===== config.mk =====
export PLATFORM = sky130hd
export DESIGN_NAME = stopwatch_key_ctrl_flat
export DESIGN_NICKNAME = d
export VERILOG_FILES = /design/src/rtl/stopwatch_pkg.sv /design/src/rtl/stopwatch_key_ctrl_if.sv /design/src/rtl/stopwatch_key_ctrl_debounce.sv /design/src/rtl/stopwatch_key_ctrl.sv /design/src/flat_wrapper.sv
export SDC_FILE = /design/constraint.sdc
export NUM_CORES = 1
export LEC_CHECK = 0
export CORE_UTILIZATION = 40
export CTS_CLUSTER_DIAMETER = 150
export DETAILED_ROUTE_END_ITERATION = 7
export PLACE_DENSITY = 0.74
export SKIP_CTS_REPAIR_TIMING = 1
export SYNTH_ARGS = -nofsm -noshare
export SYNTH_HDL_FRONTEND = slang
export SYNTH_SLANG_ARGS = --single-unit

===== constraint.sdc =====
create_clock -name clk10h -period 1.4 [get_ports clk10h]
set_clock_uncertainty 0.05 [all_clocks]
set_input_delay 0.14 -clock clk10h [delete_from_list [all_inputs] [get_ports clk10h]]
set_output_delay 0.14 -clock clk10h [all_outputs]
set_load 0.03 [all_outputs]

===== src/rtl/stopwatch_pkg.sv =====
// Shared definitions for the stopwatch key-control and counter stages:
// mode encodings, key indices, default tick constants and a width helper.
package stopwatch_pkg;

    typedef enum logic [1:0] {
        MODE_IDLE  = 2'd0,
        MODE_RUN   = 2'd1,
        MODE_PAUSE = 2'd2
    } mode_e;

    localparam int KEY_START = 0;
    localparam int KEY_STOP  = 1;
    localparam int KEY_ADD   = 2;

    // Default tick constants (10 Hz clock)
    localparam int DEB_SAMPLES_DEF  = 2;
    localparam int HOLD_TICKS_DEF   = 10;
    localparam int REPEAT_TICKS_DEF = 3;

    // Bits needed to hold values 0..max_val (at least one bit)
    function automatic int cnt_width(input int max_val);
        return (max_val < 1) ? 1 : $clog2(max_val + 1);
    endfunction

endpackage


===== src/rtl/stopwatch_key_ctrl_if.sv =====
// Key inputs and control outputs between the key panel and the counter stage.
interface stopwatch_key_ctrl_if;
    logic       start_n;
    logic       stop_n;
    logic       add_n;
    logic       run;
    logic       inc_pulse;
    logic       clr_pulse;
    logic [1:0] mode;
    logic [2:0] keys_db;

    modport master (
        output start_n, stop_n, add_n,
        input  run, inc_pulse, clr_pulse, mode, keys_db
    );

    modport slave (
        input  start_n, stop_n, add_n,
        output run, inc_pulse, clr_pulse, mode, keys_db
    );
endinterface


===== src/rtl/stopwatch_key_ctrl_debounce.sv =====
// Two-flop synchroniser plus consecutive-sample debouncer for one
// active-low key; press is high for the one cycle after db rises.
module key_debounce
    import stopwatch_pkg::*;
#(
    parameter int DEB_SAMPLES = DEB_SAMPLES_DEF
) (
    input  logic clk10h,
    input  logic rst,
    input  logic key_n,
    output logic db,
    output logic press
);
    localparam int DW = cnt_width(DEB_SAMPLES - 1);

    logic          sync1_q, sync2_q;
    logic          db_q, db_d, db_prev_q;
    logic [DW-1:0] cnt_q, cnt_d;

    // Debounce counter and level update from the synchronised sample
    always_comb begin
        db_d  = db_q;
        cnt_d = cnt_q;
        if (sync2_q != db_q) begin
            if (cnt_q == DW'(DEB_SAMPLES - 1)) begin
                db_d  = sync2_q;
                cnt_d = {DW{1'b0}};
            end else begin
                cnt_d = cnt_q + DW'(1);
            end
        end else begin
            cnt_d = {DW{1'b0}};
        end
    end

    // Synchroniser, debounce state and previous level for edge detection
    always_ff @(posedge clk10h or negedge rst) begin
        if (!rst) begin
            sync1_q   <= 1'b0;
            sync2_q   <= 1'b0;
            db_q      <= 1'b0;
            db_prev_q <= 1'b0;
            cnt_q     <= {DW{1'b0}};
        end else begin
            sync1_q   <= ~key_n;
            sync2_q   <= sync1_q;
            db_q      <= db_d;
            db_prev_q <= db_q;
            cnt_q     <= cnt_d;
        end
    end

    assign db    = db_q;
    assign press = db_q & ~db_prev_q;
endmodule


===== src/rtl/stopwatch_key_ctrl.sv =====
// Stopwatch key control: debounces start/stop/add, runs the IDLE/RUN/PAUSE
// mode machine and produces run level, increment (with auto-repeat) and
// clear pulses for the counter stage.
module stopwatch_key_ctrl
    import stopwatch_pkg::*;
#(
    parameter int DEB_SAMPLES  = DEB_SAMPLES_DEF,
    parameter int HOLD_TICKS   = HOLD_TICKS_DEF,
    parameter int REPEAT_TICKS = REPEAT_TICKS_DEF
) (
    input  logic                  clk10h,
    input  logic                  rst,
    stopwatch_key_ctrl_if.slave   bus
);
    localparam int HW = cnt_width(HOLD_TICKS + REPEAT_TICKS);

    logic [2:0]    key_n_s, db_s, press_s;
    logic          start_ev_s, stop_ev_s, add_ev_s, add_db_s, rep_fire_s;
    mode_e         mode_q, mode_d;
    logic          run_q, run_d, inc_q, inc_d, clr_q, clr_d;
    logic          armed_q, armed_d;
    logic [HW-1:0] hold_q, hold_d;

    assign key_n_s = {bus.add_n, bus.stop_n, bus.start_n};

    for (genvar i = 0; i < 3; i++) begin : g_key
        key_debounce #(.DEB_SAMPLES(DEB_SAMPLES)) u_deb (
            .clk10h (clk10h),
            .rst    (rst),
            .key_n  (key_n_s[i]),
            .db     (db_s[i]),
            .press  (press_s[i])
        );
    end

    assign start_ev_s = press_s[KEY_START];
    assign stop_ev_s  = press_s[KEY_STOP];
    assign add_ev_s   = press_s[KEY_ADD];
    assign add_db_s   = db_s[KEY_ADD];

    // Hold counter: restarts on the press, counts while held, reloads to
    // HOLD_TICKS after each repeat period and clears on release
    always_comb begin
        hold_d = hold_q;
        if (add_ev_s) begin
            hold_d = {HW{1'b0}};
        end else if (add_db_s) begin
            if (hold_q == HW'(HOLD_TICKS + REPEAT_TICKS - 1)) begin
                hold_d = HW'(HOLD_TICKS);
            end else begin
                hold_d = hold_q + HW'(1);
            end
        end else begin
            hold_d = {HW{1'b0}};
        end
    end

    assign rep_fire_s = add_db_s & ~add_ev_s & (hold_d == HW'(HOLD_TICKS));

    // Mode machine and next-state of the registered pulse outputs
    always_comb begin
        mode_d = mode_q;
        inc_d  = 1'b0;
        clr_d  = 1'b0;
        case (mode_q)
            MODE_IDLE: begin
                if (stop_ev_s) begin
                    clr_d = 1'b1;
                end else if (start_ev_s) begin
                    mode_d = MODE_RUN;
                end else if (armed_q && (add_ev_s || rep_fire_s)) begin
                    inc_d = 1'b1;
                end else begin
                    inc_d = 1'b0;
                end
            end
            MODE_RUN: begin
                if (stop_ev_s) begin
                    mode_d = MODE_PAUSE;
                end else begin
                    mode_d = MODE_RUN;
                end
            end
            MODE_PAUSE: begin
                if (stop_ev_s) begin
                    mode_d = MODE_IDLE;
                    clr_d  = 1'b1;
                end else if (start_ev_s) begin
                    mode_d = MODE_RUN;
                end else if (armed_q && (add_ev_s || rep_fire_s)) begin
                    inc_d = 1'b1;
                end else begin
                    inc_d = 1'b0;
                end
            end
            default: begin
                mode_d = MODE_IDLE;
            end
        endcase
        run_d = (mode_d == MODE_RUN);
    end

    // Arming: held low for all of RUN so an add still held on leaving RUN
    // stays silent until it is released outside RUN
    always_comb begin
        if (mode_d == MODE_RUN) begin
            armed_d = 1'b0;
        end else if (!add_db_s) begin
            armed_d = 1'b1;
        end else begin
            armed_d = armed_q;
        end
    end

    // State and registered outputs
    always_ff @(posedge clk10h or negedge rst) begin
        if (!rst) begin
            mode_q  <= MODE_IDLE;
            run_q   <= 1'b0;
            inc_q   <= 1'b0;
            clr_q   <= 1'b0;
            armed_q <= 1'b1;
            hold_q  <= {HW{1'b0}};
        end else begin
            mode_q  <= mode_d;
            run_q   <= run_d;
            inc_q   <= inc_d;
            clr_q   <= clr_d;
            armed_q <= armed_d;
            hold_q  <= hold_d;
        end
    end

    assign bus.mode      = mode_q;
    assign bus.run       = run_q;
    assign bus.inc_pulse = inc_q;
    assign bus.clr_pulse = clr_q;
    assign bus.keys_db   = db_s;
endmodule


===== src/flat_wrapper.sv =====
// flat-port wrapper written by rule: the top's interface ports become plain ports
module stopwatch_key_ctrl_flat import stopwatch_pkg::*;
#(
    parameter int DEB_SAMPLES  = DEB_SAMPLES_DEF,
    parameter int HOLD_TICKS   = HOLD_TICKS_DEF,
    parameter int REPEAT_TICKS = REPEAT_TICKS_DEF
)
  (clk10h, rst, bus_start_n, bus_stop_n, bus_add_n, bus_run, bus_inc_pulse, bus_clr_pulse, bus_mode, bus_keys_db);
  stopwatch_key_ctrl_if bus_i ();
  input  logic clk10h;
  input  logic rst;
  input wire logic [$bits(bus_i.start_n)-1:0] bus_start_n;
  input wire logic [$bits(bus_i.stop_n)-1:0] bus_stop_n;
  input wire logic [$bits(bus_i.add_n)-1:0] bus_add_n;
  output wire logic [$bits(bus_i.run)-1:0] bus_run;
  output wire logic [$bits(bus_i.inc_pulse)-1:0] bus_inc_pulse;
  output wire logic [$bits(bus_i.clr_pulse)-1:0] bus_clr_pulse;
  output wire logic [$bits(bus_i.mode)-1:0] bus_mode;
  output wire logic [$bits(bus_i.keys_db)-1:0] bus_keys_db;
  assign bus_i.start_n = bus_start_n;
  assign bus_i.stop_n = bus_stop_n;
  assign bus_i.add_n = bus_add_n;
  assign bus_run = bus_i.run;
  assign bus_inc_pulse = bus_i.inc_pulse;
  assign bus_clr_pulse = bus_i.clr_pulse;
  assign bus_mode = bus_i.mode;
  assign bus_keys_db = bus_i.keys_db;
  stopwatch_key_ctrl #(.DEB_SAMPLES(DEB_SAMPLES), .HOLD_TICKS(HOLD_TICKS), .REPEAT_TICKS(REPEAT_TICKS)) u_core (.clk10h(clk10h), .rst(rst), .bus(bus_i));
endmodule

==> impl_results.md <==
- Port Buffers: 12
- Die Span Y: 50.8 um
- Largest net degree at the start of global routing: 26
- DRC viols: 0
- Routed wire length: around 1500 um
- Met1 Resource Use GR: 0.151
- Antenna violations before repair: 0
- Yosys warning count: 0
- Endpoints failing setup: 1
- Hold Path Class: in2async
- Reg-to-reg startpoint: u_core.hold_q[1]$_DFF_PN0_
- Total Power: 2.53 mW
- DR pass1 iterations: 4
- Root Buffer: clkbuf_4
- Core area: about 0.0022 sq mm
- Min cycle time layout: 1.49 ns
- CP max stage cell: dfrtp_1
- Critical Path RT: about 1.6 ns
- Num rows: 17
- Dpl cells: 118
- Final Hold Viols: 0
- Initial Util: 0.427
- Wire per inst: 12.0 um
- Vias per cell: 4.77
- Max Root-Sink Buffers: 2
- Post-Layout Cell Count: 123
- Share of layout cells above drive strength 1: 0.211
- Max Fclk: 0.670 GHz
- Vias in the first global route: roughly 620
- Die footprint: 0.00258 sq mm
- Final Wtd Congestion: 0.641
- CP peak stage delay: about 0.42 ns
- Delay-heaviest family, CP: compound AO/OA/AOI/OAI gates
- Relative slew slack: 0.760
- Crit start category: register
- Via count: 587
- Sequential-to-total area share from yosys stat: 0.657
- Die span in x: 50.8 um
- Worst skew pair latency: 0.30 ns
- Pwr Density: 2070 mW/mm^2
- Worst-path clk slew: 0.12 ns
- Synthesized Nets: 81
- Grt ovf: 0
- Outcome: finished with violations
- GR peak layer: met2
- Mapped cell area: 953 sq um
- Met2 GRT Util: 0.242
- Flop and latch count out of synthesis: 25
- Leakage Power: around 0.64 nW
- Tightest Pin Transition: 0.350 ns
- Nets: a little over 100
- Setup TNS: -0.0926 ns
- Library cells used by synthesis: 21
- RSZ-0062 raised after global routing: yes
- Peak VDD IR: approximately 1.2 mV
- Clk sinks: 25
- Arr. time, crit path: 1.65 ns
- Final antenna-violating net count: 0
- WS Path Type: reg2reg
- Worst Path Buf+Inv: 1
- Critical-path cell list: inv_2 > ha_4 > nand2_2 > o311a_1 > a2111oi_4
- Critical Path Fanout Max: 3
- Area Overhead vs Synth: 28.2%
- Ports: 13
- Max-Cap Viols: 0
- Setup ws final: -0.0926 ns
- Tcrit/Tclk final: 1.07
- Gr usage total: 0.135
- First-pass GRT wire length: 2520 um
- TritonCTS clock tree: built
- DRT iter0 DRCs: 4
- Worst setup path startpoint: u_core.hold_q[1]$_DFF_PN0_
- # H-tree levels: 1
- CP endpoint kind: register
- Synthesized instance count: 74
- Failing checks: negative setup slack
- # diodes: 0
- Num CTS Buffers: 3
- Util after Layout: 0.547
- Fin. max-slew vios: 0
- Post-DP HPWL: between 1000 and 1500 um
- Met3 Use GR: 0.0179
- Syn_area_per_cell: 12.9 sq um
- Min Hold Slack: 0.128 ns
## synth_stat cells, drive strengths merged
master / count / area share
a2111oi: 1 / 0.016
a21oi: 3 / 0.016
buf: 3 / 0.024
dfrtp: 24 / 0.63
dfstp: 1 / 0.028
ha: 2 / 0.026
inv: 7 / 0.028
mux2: 3 / 0.035
mux2i: 1 / 0.010
nand2: 4 / 0.016
nand2b: 1 / 0.0066
nand3: 2 / 0.010
nor2: 5 / 0.020
nor2b: 6 / 0.039
nor3: 1 / 0.0052
nor3b: 2 / 0.016
o21ba: 2 / 0.021
o22a: 1 / 0.0092
o311a: 1 / 0.010
or3: 1 / 0.0066
xnor2: 3 / 0.028
## layout by cell type (no fill, tap or decap), drive strengths merged, types with 2 or more instances in the layout
master         count
a21oi              3
buf                8
clkbuf             4
clkdlybuf4s50      4
dfrtp             24
dlymetal6s2s       8
ha                 2
inv                7
mux2               3
nand2              4
nand3              2
nor2               5
nor2b              6
nor3b              2
o21ba              2
xnor2              3
## through the flow
step / instance area (sq um) / setup WS (ns)
3_5_place_dp: 1140 / -0.104
3_3_place_gp: 1140 / 0.0224
6_report: 1220 / -0.0926
2_1_floorplan: 956 / 0.0132
5_1_grt: 1220 / -0.182
4_1_cts: 1170 / -0.289
## cell type report
type                            instances  area [sq um]
Fill cell                             201          1010
Clock buffer                            4          26.3
Inverter                                7          26.3
Timing Repair Buffer                   20           200
Sequential cell                        25           627
Tap cell                               28          35.0
Multi-Input combinational cell         39           308
## power by group
group,switching [mW],total (mW),leakage (nW),internal [mW]
clock,0.188,0.299,0.0150,0.111
sequential,0.148,1.11,0.309,0.959
combinational,0.564,1.12,0.319,0.559
total,0.899,2.53,0.643,1.63
## logic make-up after synthesis
family                     count (synthesis)  share of synthesized area
adders and majority gates                  2                     0.0262
DFF                                       25                      0.657
muxes                                      4                     0.0459
and+or+nand+nor                           22                      0.119
xor gates and xnor gates                   3                     0.0276
buffers and inverters                     10                     0.0512
AOI/OAI and AO/OA                          8                     0.0722
## worst paths after layout
kind / slack (ns) / cells past startpoint / endpoint
min in group clk10h: 0.25 / 2 / u_core.g_key[1].u_deb.sync1_q$_DFF_PN0_
setup / recovery: -0.09 / 5 / u_core.bus.inc_pulse$_DFF_PN0_
hold / removal: 0.13 / 2 / u_core.g_key[2].u_deb.cnt_q$_DFF_PN0_
hold reg to reg: 0.31 / 0 / u_core.g_key[0].u_deb.sync2_q$_DFF_PN0_
setup reg to reg: -0.09 / 5 / u_core.bus.inc_pulse$_DFF_PN0_
max in group asynchronous: 0.89 / 2 / u_core.armed_q$_DFFE_PN1P_
## state kept, by name (all words and copies together), names as in the netlist
| name | flops |
|---|---|
| u_core.g_key.u_deb.sync1_q | 3 |
| u_core.hold_q | 4 |
| u_core.g_key.u_deb.db | 3 |
| u_core.bus.inc_pulse | 1 |
| u_core.bus.clr_pulse | 1 |
| u_core.g_key.u_deb.db_prev_q | 3 |
| u_core.g_key.u_deb.sync2_q | 3 |
| u_core.armed_q | 1 |
| u_core.g_key.u_deb.cnt_q | 3 |
| u_core.bus.run | 1 |
| u_core.bus.mode | 2 |
## routing by layer
metal,part of all wire,wire [um],vias to the layer above
li1,-,-,281
met1,0.43,637,291
met2,0.52,760,11
met3,0.032,47,4
met4,0.018,27,0
met5,0,0,-
## worst register-to-register path: cells and delay by family (launching register included)
| kind | cells | cell delay, ns |
|---|---|---|
| compound gates | 2 | 0.56 |
| buf+inv | 1 | 0.07 |
| fa+ha+maj | 1 | 0.27 |
| flops | 1 | 0.42 |
| simple gates | 1 | 0.04 |
No activity file was read; power rests on OpenSTA's default activity.
